$ cat config.mk
export PLATFORM = sky130hd
export DESIGN_NAME = inst_cache
export DESIGN_NICKNAME = d
export VERILOG_FILES = /design/src/rtl/inst_cache_pkg.sv /design/src/rtl/inst_cache_tagram.sv /design/src/rtl/inst_cache.sv
export SDC_FILE = /design/constraint.sdc
export NUM_CORES = 1
export LEC_CHECK = 0
export CAP_MARGIN = 20
export CORE_UTILIZATION = 40
export DETAILED_ROUTE_END_ITERATION = 16
export PLACE_DENSITY_LB_ADDON = 0.08
export SLEW_MARGIN = 40
export SYNTH_ARGS = -nofsm -noshare
export SYNTH_HDL_FRONTEND = slang
export SYNTH_SLANG_ARGS = --single-unit
export TNS_END_PERCENT = 100
$ cat constraint.sdc
create_clock -name CLK -period 74.2 [get_ports CLK]
set_clock_uncertainty 0.2 [all_clocks]
set_input_delay 18.55 -clock CLK [delete_from_list [all_inputs] [get_ports CLK]]
set_output_delay 18.55 -clock CLK [all_outputs]
set_load 0.01 [all_outputs]
$ cat src/rtl/inst_cache_pkg.sv
// Shared types and constants for the direct-mapped instruction cache.
package inst_cache_pkg;

  typedef enum logic [1:0] {
    IDLE,
    LOOKUP,
    MISS_WAIT,
    FILL
  } state_t;

  localparam int LINE_W         = 128;
  localparam int WORDS_PER_LINE = 4;
  localparam int OFFSET_W       = 4;
  localparam int WSEL_W         = $clog2(WORDS_PER_LINE);

  // Word k of a line occupies bits [32k+31:32k].
  function automatic logic [31:0] select_word(input logic [LINE_W-1:0] line,
                                              input logic [WSEL_W-1:0] k);
    return line[{k, 5'b0} +: 32];
  endfunction

endpackage

$ cat src/rtl/inst_cache_tagram.sv
// Valid/tag/data storage for the instruction cache: one async read port,
// one write port, and a synchronous clear of all valid bits.
module inst_cache_tagram
  import inst_cache_pkg::*;
#(
  parameter int LINES = 8,
  parameter int IW    = 3,
  parameter int TAG_W = 25
) (
  input  logic              clk,
  input  logic              clear,
  input  logic [IW-1:0]     rd_index,
  output logic              rd_valid,
  output logic [TAG_W-1:0]  rd_tag,
  output logic [LINE_W-1:0] rd_data,
  input  logic              wr_en,
  input  logic [IW-1:0]     wr_index,
  input  logic [TAG_W-1:0]  wr_tag,
  input  logic [LINE_W-1:0] wr_data
);

  logic [LINES-1:0]  valid_q;
  logic [TAG_W-1:0]  tag_q  [LINES];
  logic [LINE_W-1:0] data_q [LINES];

  // Clearing takes precedence so a reset during a fill leaves the line invalid.
  always_ff @(posedge clk) begin
    if (clear) begin
      valid_q <= '0;
    end else if (wr_en) begin
      valid_q[wr_index] <= 1'b1;
    end
  end

  always_ff @(posedge clk) begin
    if (wr_en) begin
      tag_q[wr_index]  <= wr_tag;
      data_q[wr_index] <= wr_data;
    end
  end

  assign rd_valid = valid_q[rd_index];
  assign rd_tag   = tag_q[rd_index];
  assign rd_data  = data_q[rd_index];

endmodule

$ cat src/rtl/inst_cache.sv
// Direct-mapped instruction cache between fetch and InstructionMemory.
// Optional hit/miss counters are enabled with `define INST_CACHE_STATS_EN.
module inst_cache
  import inst_cache_pkg::*;
#(
  parameter int LINES       = 8,
  parameter int MEM_LATENCY = 2
) (
  input  logic              CLK,
  input  logic              RST,
  input  logic              fetch_req,
  input  logic [31:0]       PC,
  input  logic              flush,
  output logic [31:0]       instruction,
  output logic              ins_valid,
  output logic              busy,
  output logic [31:0]       mem_addr,
  input  logic [LINE_W-1:0] mem_line
`ifdef INST_CACHE_STATS_EN
  ,
  output logic [31:0]       hit_count,
  output logic [31:0]       miss_count
`endif
);

  localparam int IW    = $clog2(LINES);
  localparam int TAG_W = 32 - OFFSET_W - IW;
  localparam int CNT_W = $clog2(MEM_LATENCY + 1);

  state_t            state_q, state_d;
  logic [CNT_W-1:0]  cnt_q, cnt_d;
  logic [31:2]       pc_q;
  logic [31:0]       instr_q, word_out;
  logic              fill_en, hit, clear_all;
  logic [IW-1:0]     idx;
  logic [TAG_W-1:0]  tag;
  logic [WSEL_W-1:0] woff;
  logic              rd_valid;
  logic [TAG_W-1:0]  rd_tag;
  logic [LINE_W-1:0] rd_data;
  logic              unused_pc_bits;

  assign unused_pc_bits = ^PC[1:0];

  assign idx       = pc_q[OFFSET_W +: IW];
  assign tag       = pc_q[31 -: TAG_W];
  assign woff      = pc_q[3:2];
  assign hit       = rd_valid && (rd_tag == tag);
  assign clear_all = RST || (state_q == IDLE && flush);
  assign busy      = (state_q != IDLE);
  assign mem_addr  = (state_q == IDLE) ? {4'b0, PC[31:4]} : {4'b0, pc_q[31:4]};
  assign instruction = word_out;

  inst_cache_tagram #(
    .LINES(LINES),
    .IW   (IW),
    .TAG_W(TAG_W)
  ) u_tagram (
    .clk     (CLK),
    .clear   (clear_all),
    .rd_index(idx),
    .rd_valid(rd_valid),
    .rd_tag  (rd_tag),
    .rd_data (rd_data),
    .wr_en   (fill_en),
    .wr_index(idx),
    .wr_tag  (tag),
    .wr_data (mem_line)
  );

  always_comb begin
    state_d   = state_q;
    cnt_d     = cnt_q;
    ins_valid = 1'b0;
    fill_en   = 1'b0;
    word_out  = instr_q;
    case (state_q)
      IDLE: begin
        if (fetch_req) state_d = LOOKUP;
      end
      LOOKUP: begin
        if (hit) begin
          ins_valid = 1'b1;
          word_out  = select_word(rd_data, woff);
          state_d   = IDLE;
        end else begin
          cnt_d   = CNT_W'(MEM_LATENCY);
          state_d = MISS_WAIT;
        end
      end
      MISS_WAIT: begin
        cnt_d = cnt_q - CNT_W'(1);
        if (cnt_q <= CNT_W'(1)) state_d = FILL;
      end
      FILL: begin
        fill_en   = 1'b1;
        ins_valid = 1'b1;
        word_out  = select_word(mem_line, woff);
        state_d   = IDLE;
      end
      default: state_d = IDLE;
    endcase
    // A reset in the final cycle of a miss must neither respond nor fill.
    if (RST) begin
      ins_valid = 1'b0;
      fill_en   = 1'b0;
      word_out  = instr_q;
    end
  end

  always_ff @(posedge CLK) begin
    if (RST) begin
      state_q <= IDLE;
      cnt_q   <= '0;
      instr_q <= '0;
      pc_q    <= '0;
    end else begin
      state_q <= state_d;
      cnt_q   <= cnt_d;
      if (ins_valid) instr_q <= word_out;
      if (state_q == IDLE && fetch_req) pc_q <= PC[31:2];
    end
  end

`ifdef INST_CACHE_STATS_EN
  always_ff @(posedge CLK) begin
    if (RST) begin
      hit_count  <= '0;
      miss_count <= '0;
    end else if (state_q == LOOKUP) begin
      if (hit) hit_count  <= hit_count + 32'd1;
      else     miss_count <= miss_count + 32'd1;
    end
  end
`endif

endmodule

**After elaboration in Yosys (flattened, before gate mapping)**

Memory sizes are Yosys's and may differ from the RTL's. A register that Yosys moved wholly into a read port is not among the register bits.
Cells that the tools add are included.

- Muxes and demuxes: 25
- Bitwise gates (word level): 1
- Multipliers: 0
- Reduce and logical (&&, ||, !) cells: 10
- Divide/modulo/power cells: 0
- Order comparisons: 3
- Equality and inequality tests: 7
- $add $sub $neg: 1
- Shifts and indexed selects: 2

Operator list:

| kind | count |
|---|---|
| 128-bit by 8-bit variable part select with 32-bit output | 2 |
| 32-bit 2-to-1 mux | 2 |
| 32-bit case mux with 2 select lines | 1 |
| 28-bit 2-to-1 mux | 1 |
| 25-bit equality test | 1 |
| 3-bit 2-to-1 mux | 4 |
| 1-bit 2-to-1 mux | 8 |
| 2-bit 2-to-1 mux | 4 |
| 8-bit bitwise OR | 1 |
| 2-bit case mux with 4 select lines | 1 |
| 2-bit inequality test, second input constant | 3 |
| 2-bit equality test, second input constant | 2 |
| 1-bit logical AND | 4 |
| 3-bit by 4-bit < comparator with 1-bit output, second input constant | 1 |
| 2-bit case mux with 2 select lines | 1 |
| 2-bit AND reduction | 2 |
| 2-bit nonzero test | 2 |
| 1-bit binary-select mux with 3-bit select | 1 |
| 1-bit demux with 3-bit select | 1 |
| 3-bit by 1-bit greater-or-equal comparator with 1-bit output, second input constant | 1 |
| 2-bit by 1-bit equality test with 1-bit output, second input constant | 1 |
| 2-bit by 1-bit less-or-equal comparator with 1-bit output, second input constant | 1 |
| 2-bit zero test | 1 |
| 1-bit case mux with 2 select lines | 1 |
| other kinds (2) | 2 |

- Bits in writable memories: 1224
- Bits of input ports: 164
- Memories kept: 2
- ROM bits: 0
- Register bits after elaboration: 74
- Bits in latches: 0
- Output and inout bits: 66

Memory list:

| memory | depth | bits a word | read ports | clocked after Yosys merged registers in | wr ports | RTL line | RTL |
|---|---|---|---|---|---|---|---|
| u_tagram.data_q | 8 | 128 | 1 | 1 | 1 | inst_cache_tagram.sv:24 | `logic [LINE_W-1:0] data_q [LINES];` |
| u_tagram.tag_q | 8 | 25 | 1 | 1 | 1 | inst_cache_tagram.sv:23 | `logic [TAG_W-1:0] tag_q [LINES];` |

**Depth between registers and ports, before layout**

- Word-level depth: 6
- Depth in mapped cells: 16

**Cells and area by module**

A second synthesis with hierarchy kept.

- Cell total of the unflattened synthesis: 2314
- Area total of the unflattened synthesis: 51489.4 µm²

By module, submodules not included:

| module | area each (µm²) | sequential area each (µm²) | times used | cells each |
|---|---|---|---|---|
| inst_cache_tagram | 46250.6 | 36915.4 | 1 | 1813 |
| inst_cache | 5238.8 | 1321.3 | 1 | 501 |

**Least setup slack after synthesis**

Ideal clock, no wire load.

- Path type: input-to-output
- From: input port RST
- To: output port instruction[15]
- Path buffers: 2
- Arrival time: 19.641 ns
- Stages on the path: 7
- Slack: 35.809 ns
- Path through: nand2b_1 clkbuf_1 nor2_1 buf_1 nand2_1 mux2i_1 a221o_1

- Word-level cells in the longest chain between the ends: 1

Ends and longest elaborated chain:

| element | RTL line | RTL |
|---|---|---|
| from (decl) | inst_cache.sv:10 | `input logic RST,` |
| 32-bit 2-to-1 mux | inst_cache.sv:104 | `if (RST) begin` |
| to (decl) | inst_cache.sv:14 | `output logic [31:0] instruction,` |

No other way between the ends.

**Worst setup path in the final report**

- From: input port RST
- To: output port instruction[27]

The elaborated chain is that of the path after synthesis.

==> Flow_metrics.wiki <==
{| class="wikitable"
! Metric !! Value
|-
| PortBufs || 223
|-
| Final net count || about 3100
|-
| Pins Over Slew Limit || 0
|-
| Minimum clock period || approximately 40 ns
|-
| Global-route congestion overflow total || 0
|-
| Power per unit of standard cell area || 26.3 nW/um^2
|-
| Overall power after layout || 1.61 mW
|-
| TritonCTS clock tree || yes
|-
| Total clock sinks || 1301
|-
| Row count || 132
|-
| Cell depth of the worst hold path || 2
|-
| Gate count of the mapped netlist || about 2700
|-
| Maximum count of clock buffers along a single path || 3
|-
| Critical Path RT || 55.45 ns
|-
| Total die area || 132000 sq um
|-
| DR WL/cell || 27.9 um
|-
| Setup ws final || between 30 and 40 ns
|-
| Largest net degree at the start of global routing || 104
|-
| Antenna Violating Nets Remaining || 0
|-
| Count of pins on the block boundary || 230
|-
| Number of fillers in the final layout || 10800
|-
| Global-route usage over all layers || 0.205
|-
| Drc violations || 0
|-
| Layout cell share with drive strength beyond 1 || 0.222
|-
| Leakage power || around 19 nW
|-
| Netlist area before placement || 52300 sq um
|-
| H-tree levels || 4
|-
| Type of element capturing the critical path || output pin
|-
| Clock network latency to the later pin of the worst-skew pair || 0.74 ns
|-
| # Max-Cap Violations || 0
|-
| DIE WIDTH || 364 um
|-
| Worst Tran Pin Value || between 0.8 and 0.9 ns
|-
| Worst vdd ir || 0.0227 mV
|-
| Placeable core region || 130000 sq um
|-
| Clock-pin slew on the worst setup and hold paths || around 0.060 ns
|-
| Top cell type's share of synthesized area || 0.703
|-
| Synth warn || 0
|-
| Layout-stage area growth over the synthesis result || 17.4%
|-
| Max Clock Freq || 25.1 MHz
|-
| Count of unique library cells instantiated by Yosys || 51
|-
| Post-Syn Area per Cell || 19.5 sq um
|-
| Final estimated routing congestion in global placement || between 0.7 and 0.8
|-
| Hold-fix buffers at CTS || 0
|-
| Total CTS buffers || 141
|-
| Result of the run || finished, final reports clean
|-
| Wire length of the first global-routing pass || 195000 um
|-
| Post-detail-place hpwl || around 74000 um
|-
| Overall routed net length || 134000 um
|-
| Count of cells along the worst register-to-register path || 10
|-
| Cell chosen for the clock root || clkbuf_16
|-
| Post_cts resized || 0
|-
| Detailed-routing iteration count for the pre-antenna-repair pass || 5
|-
| Via count || 27000
|-
| WP data arrival || 21.02 ns
|-
| Most common flop cell mapped by yosys || edfxtp_1
|-
| Number of hold-slack violations in the final timing report || 0
|-
| Area contributors post-synth || edfxtp_1, mux4_2, mux2i_1, dfxtp_1, nand2_1
|-
| Unrepaired setup endpoints after global routing || false
|-
| Buffers inserted by post-CTS timing repair || 0
|-
| Setup TNS || 0 ns
|-
| Worst Path Class, Setup || input pin to output pin
|-
| Initial antenna violation count || 28
|-
| Async set or reset register ratio after synthesis || 0
|-
| Initial Util || 0.403
|-
| Portion of the post-synthesis area used by sequential elements || 0.733
|-
| Vias in the first global route || 28600
|-
| Remaining max-slew budget at the tightest pin || 0.440
|-
| Maximum net fanout on the critical path || 35
|-
| Average via count per standard cell || between 5 and 6
|-
| Post-synth EDFFs || 1224
|-
| Number of flip-flops and latches in the synthesized netlist || about 1300
|-
| Final Cycle Share || 0.536
|-
| Critical Path Start Type || input pin
|-
| Height of the die || 364 um
|-
| Post-placement worst setup slack || ~34 ns
|-
| Hold WC Path Type || flop to flop
|-
| Largest area contributor in the synthesized netlist || edfxtp_1
|-
| Final setup violation count || 0
|-
| First-iteration detailed-routing DRC count || 2128
|}
==> per-layer routing <==
metal | vias to the layer above | GRT usage | routed length (um)
met4 | 36 | 0.0514 | 2570
met5 | - | 0 | 232
met3 | 227 | 0.0518 | 8180
li1 | 11600 | - | -
met1 | 14400 | 0.273 | 57600
met2 | 699 | 0.337 | 65400
==> registers in the layout, summed over array words and instances, names as in the netlist, named ones only <==
| register | count |
|---|---|
| instr_q | 32 |
| state_q | 1 |
| u_tagram.data_q | 1024 |
| u_tagram.tag_q | 200 |
| pc_q | 30 |
| u_tagram.valid_q | 8 |
| cnt_q | 2 |
==> final timing paths <==
| path | slack [ns] | startpoint | to |
|---|---|---|---|
| setup / recovery | 34.43 | RST | instruction[27] |
| hold reg to reg | 0.25 | instr_q[2] | instr_q[2] |
| setup reg to reg | 69.45 | flop | flop |
| hold / removal | 0.25 | instr_q[2] | instr_q[2] |
==> area by class of cell <==
| type | instances | area (sq um) | share of cell area |
|---|---|---|---|
| tap | 1742 | 2180 | 0.0355 |
| clock buffer | 197 | 4010 | 0.0653 |
| antenna | 3 | 7.51 | 0.000122 |
| sequential | 1301 | 38300 | 0.624 |
| multi-input combinational | 1200 | 13200 | 0.216 |
| timing repair buffer | 291 | 3060 | 0.0499 |
| clock inverter | 63 | 518 | 0.00844 |
| inverter | 14 | 52.6 | 0.000856 |
==> synth_stat cells, drive strengths merged (20+ instances only) <==
cell type	number
nor3	64
nand3	20
nor2	66
o21ai	39
a21oi	58
mux2	49
a22oi	24
edfxtp	1224
mux2i	155
clkbuf	74
nand2	179
a221o	22
dfxtp	77
nor3b	23
mux4	328
buf	93
==> cells in the final DEF, fill, tap and decap left out, types with 9 or more instances in the layout <==
cell / instances
buf_4: 31
clkbuf_1: 38
nor3b_1: 22
a211oi_1: 14
nor3_1: 60
mux2i_1: 155
a21oi_1: 57
mux4_2: 328
nor2_1: 61
dfxtp_1: 70
o21ai_0: 28
o21a_1: 13
nand4_1: 14
o22a_1: 11
o22ai_1: 11
buf_6: 21
a31oi_1: 11
a221o_1: 22
mux2_2: 49
clkinv_1: 18
a22oi_1: 24
a22o_1: 16
edfxtp_1: 1224
clkdlybuf4s50_1: 222
nand2_1: 179
nor4_1: 14
clkbuf_16: 149
inv_1: 13
clkinv_2: 27
o21ai_1: 11
nand3_1: 20
and2_1: 9
clkbuf_8: 10
==> critical path: stages <==
cell             delay, ns
buf_4                 0.13
nand2b_2              0.17
buf_4                 0.33
nor2_4                0.55
buf_8                 0.28
a221o_1               0.34
clkdlybuf4s50_1       0.62
==> cells by family (layout without fill, tap and decap cells) <==
kind of cell             Yosys count  after routing  synth area share
AO/OA/AOI/OAI                    230            230            0.0297
other                              1              7         0.0000717
adder cells (fa/ha/maj)            1              1          0.000239
AND/OR/NAND/NOR                  427            427            0.0387
multiplexers                     532            532             0.182
XOR/XNOR                           6              6           0.00101
flip-flops                      1301           1301             0.733
buffers and inverters            181            565            0.0162
==> where the power goes <==
part / switching (mW) / internal (mW)
logic: 0.0617 / 0.0545
clock network: 0.281 / 0.402
registers: 0.00692 / 0.806
total: 0.350 / 1.26
==> through the flow <==
| stage | area (sq um) | util | instances | hold WS, ns |
|---|---|---|---|---|
| finish | 61400 | 0.473 | 4811 | 0.247 |
| global route | 61400 | 0.473 | 4810 | 0.266 |
| CTS | 61400 | 0.473 | 4808 | 0.248 |
| detailed placement | 56900 | 0.439 | 4548 | 0.241 |
| global placement | 56500 | 0.436 | 4537 | 0.235 |
| floorplan | 52300 | - | 2682 | 0.224 |
Note: power is estimated with default switching activity, not from simulation.
